===== src/rtl/tsc_pkg.sv =====
// Shared constants for the transient-capture host receiver: FSM state codes,
// serial line levels and sizes agreed with the capture side.
package tsc_pkg;

    typedef logic [3:0] state_t;

    localparam state_t ST_IDLE      = 4'd0;
    localparam state_t ST_ARM       = 4'd1;
    localparam state_t ST_WAIT_TRIG = 4'd2;
    localparam state_t ST_REQ       = 4'd3;
    localparam state_t ST_WAIT_SB   = 4'd4;
    localparam state_t ST_DATA      = 4'd5;
    localparam state_t ST_STOP      = 4'd6;
    localparam state_t ST_DONE      = 4'd7;
    localparam state_t ST_ERR       = 4'd8;

    localparam logic SD_IDLE  = 1'b1;
    localparam logic SD_START = 1'b0;

    localparam int DATA_BITS     = 8;
    localparam int BUF_BYTES_DEF = 32;
    localparam int TIMEOUT_DEF   = 64;

    localparam logic [7:0] TRIG_CODE = 8'hD5;

endpackage


===== src/rtl/tsc_sd_deser.sv =====
// SD byte deserialiser: counts data bits MSB first into a shift register and
// classifies the stop bit as a good byte or a framing error.
module tsc_sd_deser
    import tsc_pkg::*;
(
    input  logic                 clk,
    input  logic                 reset,
    input  logic                 sd_i,
    input  logic                 load_i,
    input  logic                 shift_i,
    input  logic                 stop_i,
    output logic                 last_bit_o,
    output logic [DATA_BITS-1:0] byte_o,
    output logic                 byte_valid_o,
    output logic                 frame_err_o
);

    localparam int IW = $clog2(DATA_BITS);
    localparam logic [IW-1:0] IDX_FIRST = IW'(DATA_BITS - 1);

    logic [IW-1:0]        idx_q, idx_d;
    logic [DATA_BITS-1:0] shreg_q, shreg_d;

    always_comb begin
        idx_d   = idx_q;
        shreg_d = shreg_q;
        if (load_i) begin
            idx_d = IDX_FIRST;
        end else if (shift_i) begin
            idx_d   = idx_q - 1'b1;
            shreg_d = {shreg_q[DATA_BITS-2:0], sd_i};
        end
    end

    always_ff @(posedge clk) begin
        if (reset) idx_q <= '0;
        else       idx_q <= idx_d;
    end

    // Shift data needs no reset: it is only consumed after a full frame.
    always_ff @(posedge clk) begin
        shreg_q <= shreg_d;
    end

    assign last_bit_o   = (idx_q == '0);
    assign byte_o       = shreg_q;
    assign byte_valid_o = stop_i && (sd_i == SD_IDLE);
    assign frame_err_o  = stop_i && (sd_i != SD_IDLE);

endmodule


===== src/rtl/tsc_host_rx.sv =====
// Host-side receiver: arms a capture, waits for TRD, requests the dump with SBF
// and stores the deserialised SD bytes in a register buffer with a registered read port.
module tsc_host_rx
    import tsc_pkg::*;
#(
    parameter int BUF_BYTES   = BUF_BYTES_DEF,
    parameter int TIMEOUT_CYC = TIMEOUT_DEF
) (
    input  logic                       clk,
    input  logic                       reset,
    input  logic                       arm,
    input  logic                       TRD,
    input  logic                       SD,
    output logic                       start,
    output logic                       SBF,
    input  logic [$clog2(BUF_BYTES)-1:0] rd_addr,
    output logic [7:0]                 rd_data,
    output logic [$clog2(BUF_BYTES):0] byte_cnt,
    output logic                       busy,
    output logic                       done,
    output logic                       err
);

    localparam int AW = $clog2(BUF_BYTES);
    localparam int CW = AW + 1;
    localparam int TW = $clog2(TIMEOUT_CYC);
    localparam logic [CW-1:0] CNT_FULL = CW'(BUF_BYTES);
    localparam logic [TW-1:0] TMO_LAST = TW'(TIMEOUT_CYC - 1);

    state_t        state_q, state_d;
    logic [CW-1:0] cnt_q, cnt_d;
    logic [TW-1:0] tmo_q, tmo_d;
    logic [7:0]    rd_data_q;
    logic [7:0]    mem_q [BUF_BYTES];
    logic          wr_en;

    logic       last_bit, byte_valid, frame_err;
    logic [7:0] rx_byte;

    tsc_sd_deser u_deser (
        .clk          (clk),
        .reset        (reset),
        .sd_i         (SD),
        .load_i       ((state_q == ST_WAIT_SB) && (SD == SD_START)),
        .shift_i      (state_q == ST_DATA),
        .stop_i       (state_q == ST_STOP),
        .last_bit_o   (last_bit),
        .byte_o       (rx_byte),
        .byte_valid_o (byte_valid),
        .frame_err_o  (frame_err)
    );

    always_comb begin
        state_d = state_q;
        cnt_d   = cnt_q;
        tmo_d   = '0;
        wr_en   = 1'b0;
        case (state_q)
            ST_IDLE, ST_DONE, ST_ERR: begin
                if (arm) begin
                    state_d = ST_ARM;
                    cnt_d   = '0;
                end
            end
            ST_ARM:       state_d = ST_WAIT_TRIG;
            ST_WAIT_TRIG: if (TRD) state_d = ST_REQ;
            ST_REQ:       state_d = ST_WAIT_SB;
            ST_WAIT_SB: begin
                // A start bit on the last allowed idle cycle still wins over the timeout.
                if (SD == SD_START)          state_d = ST_DATA;
                else if (tmo_q == TMO_LAST)  state_d = ST_ERR;
                else                         tmo_d   = tmo_q + 1'b1;
            end
            ST_DATA:      if (last_bit) state_d = ST_STOP;
            ST_STOP: begin
                if (frame_err) begin
                    state_d = ST_ERR;
                end else if (byte_valid) begin
                    wr_en = (cnt_q != CNT_FULL);
                    if (cnt_q != CNT_FULL) cnt_d = cnt_q + 1'b1;
                    state_d = (cnt_q + 1'b1 >= CNT_FULL) ? ST_DONE : ST_WAIT_SB;
                end
            end
            default:      state_d = ST_IDLE;
        endcase
    end

    always_ff @(posedge clk) begin
        if (reset) begin
            state_q   <= ST_IDLE;
            cnt_q     <= '0;
            tmo_q     <= '0;
            rd_data_q <= '0;
        end else begin
            state_q   <= state_d;
            cnt_q     <= cnt_d;
            tmo_q     <= tmo_d;
            rd_data_q <= mem_q[rd_addr];
        end
    end

    // Buffer contents survive reset so a host can still read the last dump.
    always_ff @(posedge clk) begin
        if (!reset && wr_en) mem_q[cnt_q[AW-1:0]] <= rx_byte;
    end

    assign start    = (state_q == ST_ARM);
    assign SBF      = (state_q == ST_REQ);
    assign busy     = (state_q >= ST_ARM) && (state_q <= ST_STOP);
    assign done     = (state_q == ST_DONE);
    assign err      = (state_q == ST_ERR);
    assign byte_cnt = cnt_q;
    assign rd_data  = rd_data_q;

endmodule

===== config.mk =====
export PLATFORM = sky130hd
export DESIGN_NAME = tsc_host_rx
export DESIGN_NICKNAME = d
export VERILOG_FILES = /design/src/rtl/tsc_pkg.sv /design/src/rtl/tsc_sd_deser.sv /design/src/rtl/tsc_host_rx.sv
export SDC_FILE = /design/constraint.sdc
export NUM_CORES = 1
export LEC_CHECK = 0
export CORE_ASPECT_RATIO = 1.2
export CORE_MARGIN = 2
export CORE_UTILIZATION = 50
export DETAILED_ROUTE_END_ITERATION = 8
export PLACE_DENSITY_LB_ADDON = 0.25
export SLEW_MARGIN = 20
export SYNTH_ARGS = -nofsm -noshare
export SYNTH_HDL_FRONTEND = slang
export SYNTH_HIERARCHICAL = 1
export SYNTH_SLANG_ARGS = --single-unit

===== constraint.sdc =====
create_clock -name clk -period 3.2 [get_ports clk]
set_clock_uncertainty 0.1 [all_clocks]
set_input_delay 0.64 -clock clk [delete_from_list [all_inputs] [get_ports clk]]
set_output_delay 0.64 -clock clk [all_outputs]
set_load 0.1 [all_outputs]

==> impl_metrics.ini <==
[power]
p_leak_nw = 4.47
power-per-cell-area_mw_per_mm2 = 610
vdd_drop_max_uv = 515

[worst_setup_path]
worst_setup_path_end_kind = register
cp_common_cell = sky130_fd_sc_hd__buf_4
slowest_delay_ps = 620
rr_startpoint = state_q[0]$_SDFFE_PP0P_
critical_path_arrival_ps = 3100
reg2reg_depth = 9
timing.critical_path.slowest_stage_cell = sky130_fd_sc_hd__dfxtp_1
critical_path_class = reg -> reg
critical_path.endpoint = mem_q[23][0]$_DFFE_PP_
worstReg2RegEnd = mem_q[23][0]$_DFFE_PP_
timing.critical_path.required_ps = 3330
cp_max_fo = 14
timing.critical_path.from_type = register
critical_path.startpoint = state_q[0]$_SDFFE_PP0P_
reg2reg_slack_ps = 230
crit_path_cell_trace = nand4bb_1 > inv_1 > nor2b_1 > nand2b_1 > a311oi_2 > buf_4 > nand3b_1 > nor2_1 > buf_4

[clock_network]
clock_path_buffers = 3
cts_root_buffer = sky130_fd_sc_hd__clkbuf_16
clk_pin_slew_worst_paths_ps = 60
htree_levels = 1
clk_latency_ps = 540
cts_setup_buffers = 0
cts-resized-gates = 0
cts_inserted_buffers = 28
cts_hold_buffers = 0
clkSinkCount = 291
cts_tree = yes

[die]
floorplan.die.width_um = 144
placementRows = 61
die_height_um = 172
floorplan.core_area_mm2 = 0.0231
initial_cell_density_of_the_core = 0.508
fp.dieArea_mm2 = 0.0247
ios = 29

[timing]
maxSlewViolCount = 0
worst_slew_pin_slew_ps = 800
clock.fmax_ghz = 0.337
setup_violations = 0
final.period_utilization = 0.929
finalHoldViolations = 0
post-route-min-period_ps = 2970
setup-tns-final_ps = 0
maxSlewHeadroom = 0.467
rsz0062_at_grt = false

[placement]
place_congestion = 0.867
dp.final_hpwl_mm = 15.1
placedInstanceArea_mm2 = 0.0126
port-buffer-count = 28

[synthesis]
post_synth_inst_count = 621
synthTopCellsByCount = sky130_fd_sc_hd__edfxtp_1 (264), sky130_fd_sc_hd__nor2_1 (51), sky130_fd_sc_hd__mux4_2 (43)
synth_area_per_cell_um2 = 18.9
async_s_r_ff_share_synth = 0
synth_top_area_share = 0.675
syn-cell-area_mm2 = 0.0117
post_synthesis_net_count = 639
synth_sequential_area_ratio = 0.721
post_synth_main_area_contributors = sky130_fd_sc_hd__edfxtp_1 (68%), sky130_fd_sc_hd__mux4_2 (8.2%), sky130_fd_sc_hd__mux4_1 (4.7%)
yosysWarnings = 6
synthDominantAreaCellType = sky130_fd_sc_hd__edfxtp_1
yosys.cell_count.top_type = sky130_fd_sc_hd__edfxtp_1
ys_types = 53
number_of_storage_elements_in_the_synthesis_netlist = 291
synth-main-ff-cell = sky130_fd_sc_hd__edfxtp_1
synth_edf_count = 264

[finish]
final_net_count = 719
area_growth_from_synthesis_to_layout_pct = 15.7
share_of_final_layout_standard_cells_stronger_than_drive_strength_1 = 0.265
n_antenna_cell = 0
final_design_area_no_fill_mm2 = 0.0136

[detailed_routing]
drtPass1Iterations = 4
post_drt_via_cell_ratio = 5.72
drt_drc_violations_left = 0
detail_route.iter0.violations = 529
dr_total_vias = 5936
detail-route-antenna-nets = 0
route.detailed.wl_per_inst_um = 22.3
wl_mm = 23.2

[grt]
grt_start_max_net_pins = 35
number_of_global_route_vias_before_repair = 6247
grt_first_pass_wirelength_mm = 35.6
antenna_found_initial = 0
grt_overflow = 0
total_grt_usage = 0.194

[worst_hold_path]
hold_path.class = reg -> reg
worst_hold_depth = 1

[run]
cap_violations = 0

[status]
run_status = completed
[power breakdown]
group | switching (mW) | internal, mW | total [mW] | leakage, nW
Clock | 1.35 | 1.94 | 3.28 | 0.458
Combinational | 0.520 | 0.277 | 0.798 | 1.42
Sequential | 0.0504 | 4.15 | 4.20 | 2.59
Total | 1.92 | 6.36 | 8.28 | 4.47
[how the worst min path moves through the flow]
| stage | from | endpoint | slack (ps) |
|---|---|---|---|
| 2_1_floorplan | tmo_q[0]$_SDFF_PP0_ | tmo_q[0]$_SDFF_PP0_ | 320 |
| 3_3_place_gp | tmo_q[0]$_SDFF_PP0_ | tmo_q[0]$_SDFF_PP0_ | 330 |
| 3_5_place_dp | tmo_q[0]$_SDFF_PP0_ | tmo_q[0]$_SDFF_PP0_ | 360 |
| 4_1_cts | tmo_q[0]$_SDFF_PP0_ | tmo_q[0]$_SDFF_PP0_ | 360 |
| 5_1_grt | tmo_q[0]$_SDFF_PP0_ | tmo_q[0]$_SDFF_PP0_ | 410 |
| 6_report | tmo_q[0]$_SDFF_PP0_ | tmo_q[0]$_SDFF_PP0_ | 360 |
[sequential cells by signal, indices dropped and copies added (netlist names)]
signal,count
mem_q,256
rd_data,8
u_deser/byte_o,8
byte_cnt,6
tmo_q,6
state_q,4
u_deser/idx_q,3
[placed cells by master, fill, tap and decap left out, types with 4 or more instances in the layout]
master and n:
sky130_fd_sc_hd__nor2_1 51, sky130_fd_sc_hd__dfxtp_1 26, sky130_fd_sc_hd__xnor2_1 4, sky130_fd_sc_hd__clkbuf_16 28, sky130_fd_sc_hd__clkinv_1 5, sky130_fd_sc_hd__or2_2 4, sky130_fd_sc_hd__edfxtp_1 264, sky130_fd_sc_hd__ha_1 8
sky130_fd_sc_hd__nor4_1 8, sky130_fd_sc_hd__mux2_2 17, sky130_fd_sc_hd__nand2b_1 8, sky130_fd_sc_hd__o22ai_1 16, sky130_fd_sc_hd__buf_4 63, sky130_fd_sc_hd__o21ai_0 4, sky130_fd_sc_hd__or3_1 4, sky130_fd_sc_hd__bufinv_16 4
sky130_fd_sc_hd__clkdlybuf4s50_1 7, sky130_fd_sc_hd__inv_1 10, sky130_fd_sc_hd__nand3_1 7, sky130_fd_sc_hd__nand2_1 8, sky130_fd_sc_hd__nand3b_1 6, sky130_fd_sc_hd__mux4_1 21, sky130_fd_sc_hd__mux4_2 43, sky130_fd_sc_hd__buf_8 7
sky130_fd_sc_hd__a211oi_1 8, sky130_fd_sc_hd__a21oi_1 5, sky130_fd_sc_hd__nor2b_1 18, sky130_fd_sc_hd__nor3_1 8, sky130_fd_sc_hd__clkinv_2 6
[through the flow]
step	total power, mW	utilization	cells	setup slack [ps]	hold slack [ps]
6_report	8.28	0.588	1037	228	355
5_1_grt	8.53	0.588	1037	75.7	409
4_1_cts	8.34	0.584	1032	273	364
3_5_place_dp	5.07	0.544	981	106	355
3_3_place_gp	5.05	0.541	978	149	334
2_1_floorplan	4.89	-	621	13.2	318
[layer usage]
| layer | vias to the layer above | wire length, µm | global-route usage |
|---|---|---|---|
| li1 | 2682 | - | - |
| met1 | 3072 | 9480 | 0.258 |
| met2 | 150 | 12100 | 0.339 |
| met3 | 32 | 1060 | 0.0227 |
| met4 | 0 | 574 | 0.0571 |
| met5 | - | 0 | 0 |
[worst max-delay path, delay by kind of cell, from the launching register on]
kind | cells | cell delay, ps
AND/OR/NAND/NOR | 5 | 1180
AO/OA/AOI/OAI | 1 | 230
flip-flops | 1 | 620
buffers and inverters | 3 | 530
[kinds of logic after synthesis]
logic type | count (synthesis) | synth area share
multiplexers | 84 | 0.148
XOR/XNOR | 6 | 0.00448
AO/OA/AOI/OAI | 51 | 0.0311
flip-flops | 291 | 0.721
AND/OR/NAND/NOR | 139 | 0.0632
adder cells (fa/ha/maj) | 8 | 0.00852
buffers and inverters | 42 | 0.0232
[final cells by class]
cell class / instances / area, µm²
multi-input combinational: 288 / 3010
sequential: 291 / 8470
clock inverter: 20 / 221
clock buffer: 31 / 712
inverter: 10 / 37.5
tap: 315 / 394
timing repair buffer: 82 / 741
fill: 1693 / 9540
(Power assumes the default switching activity.)
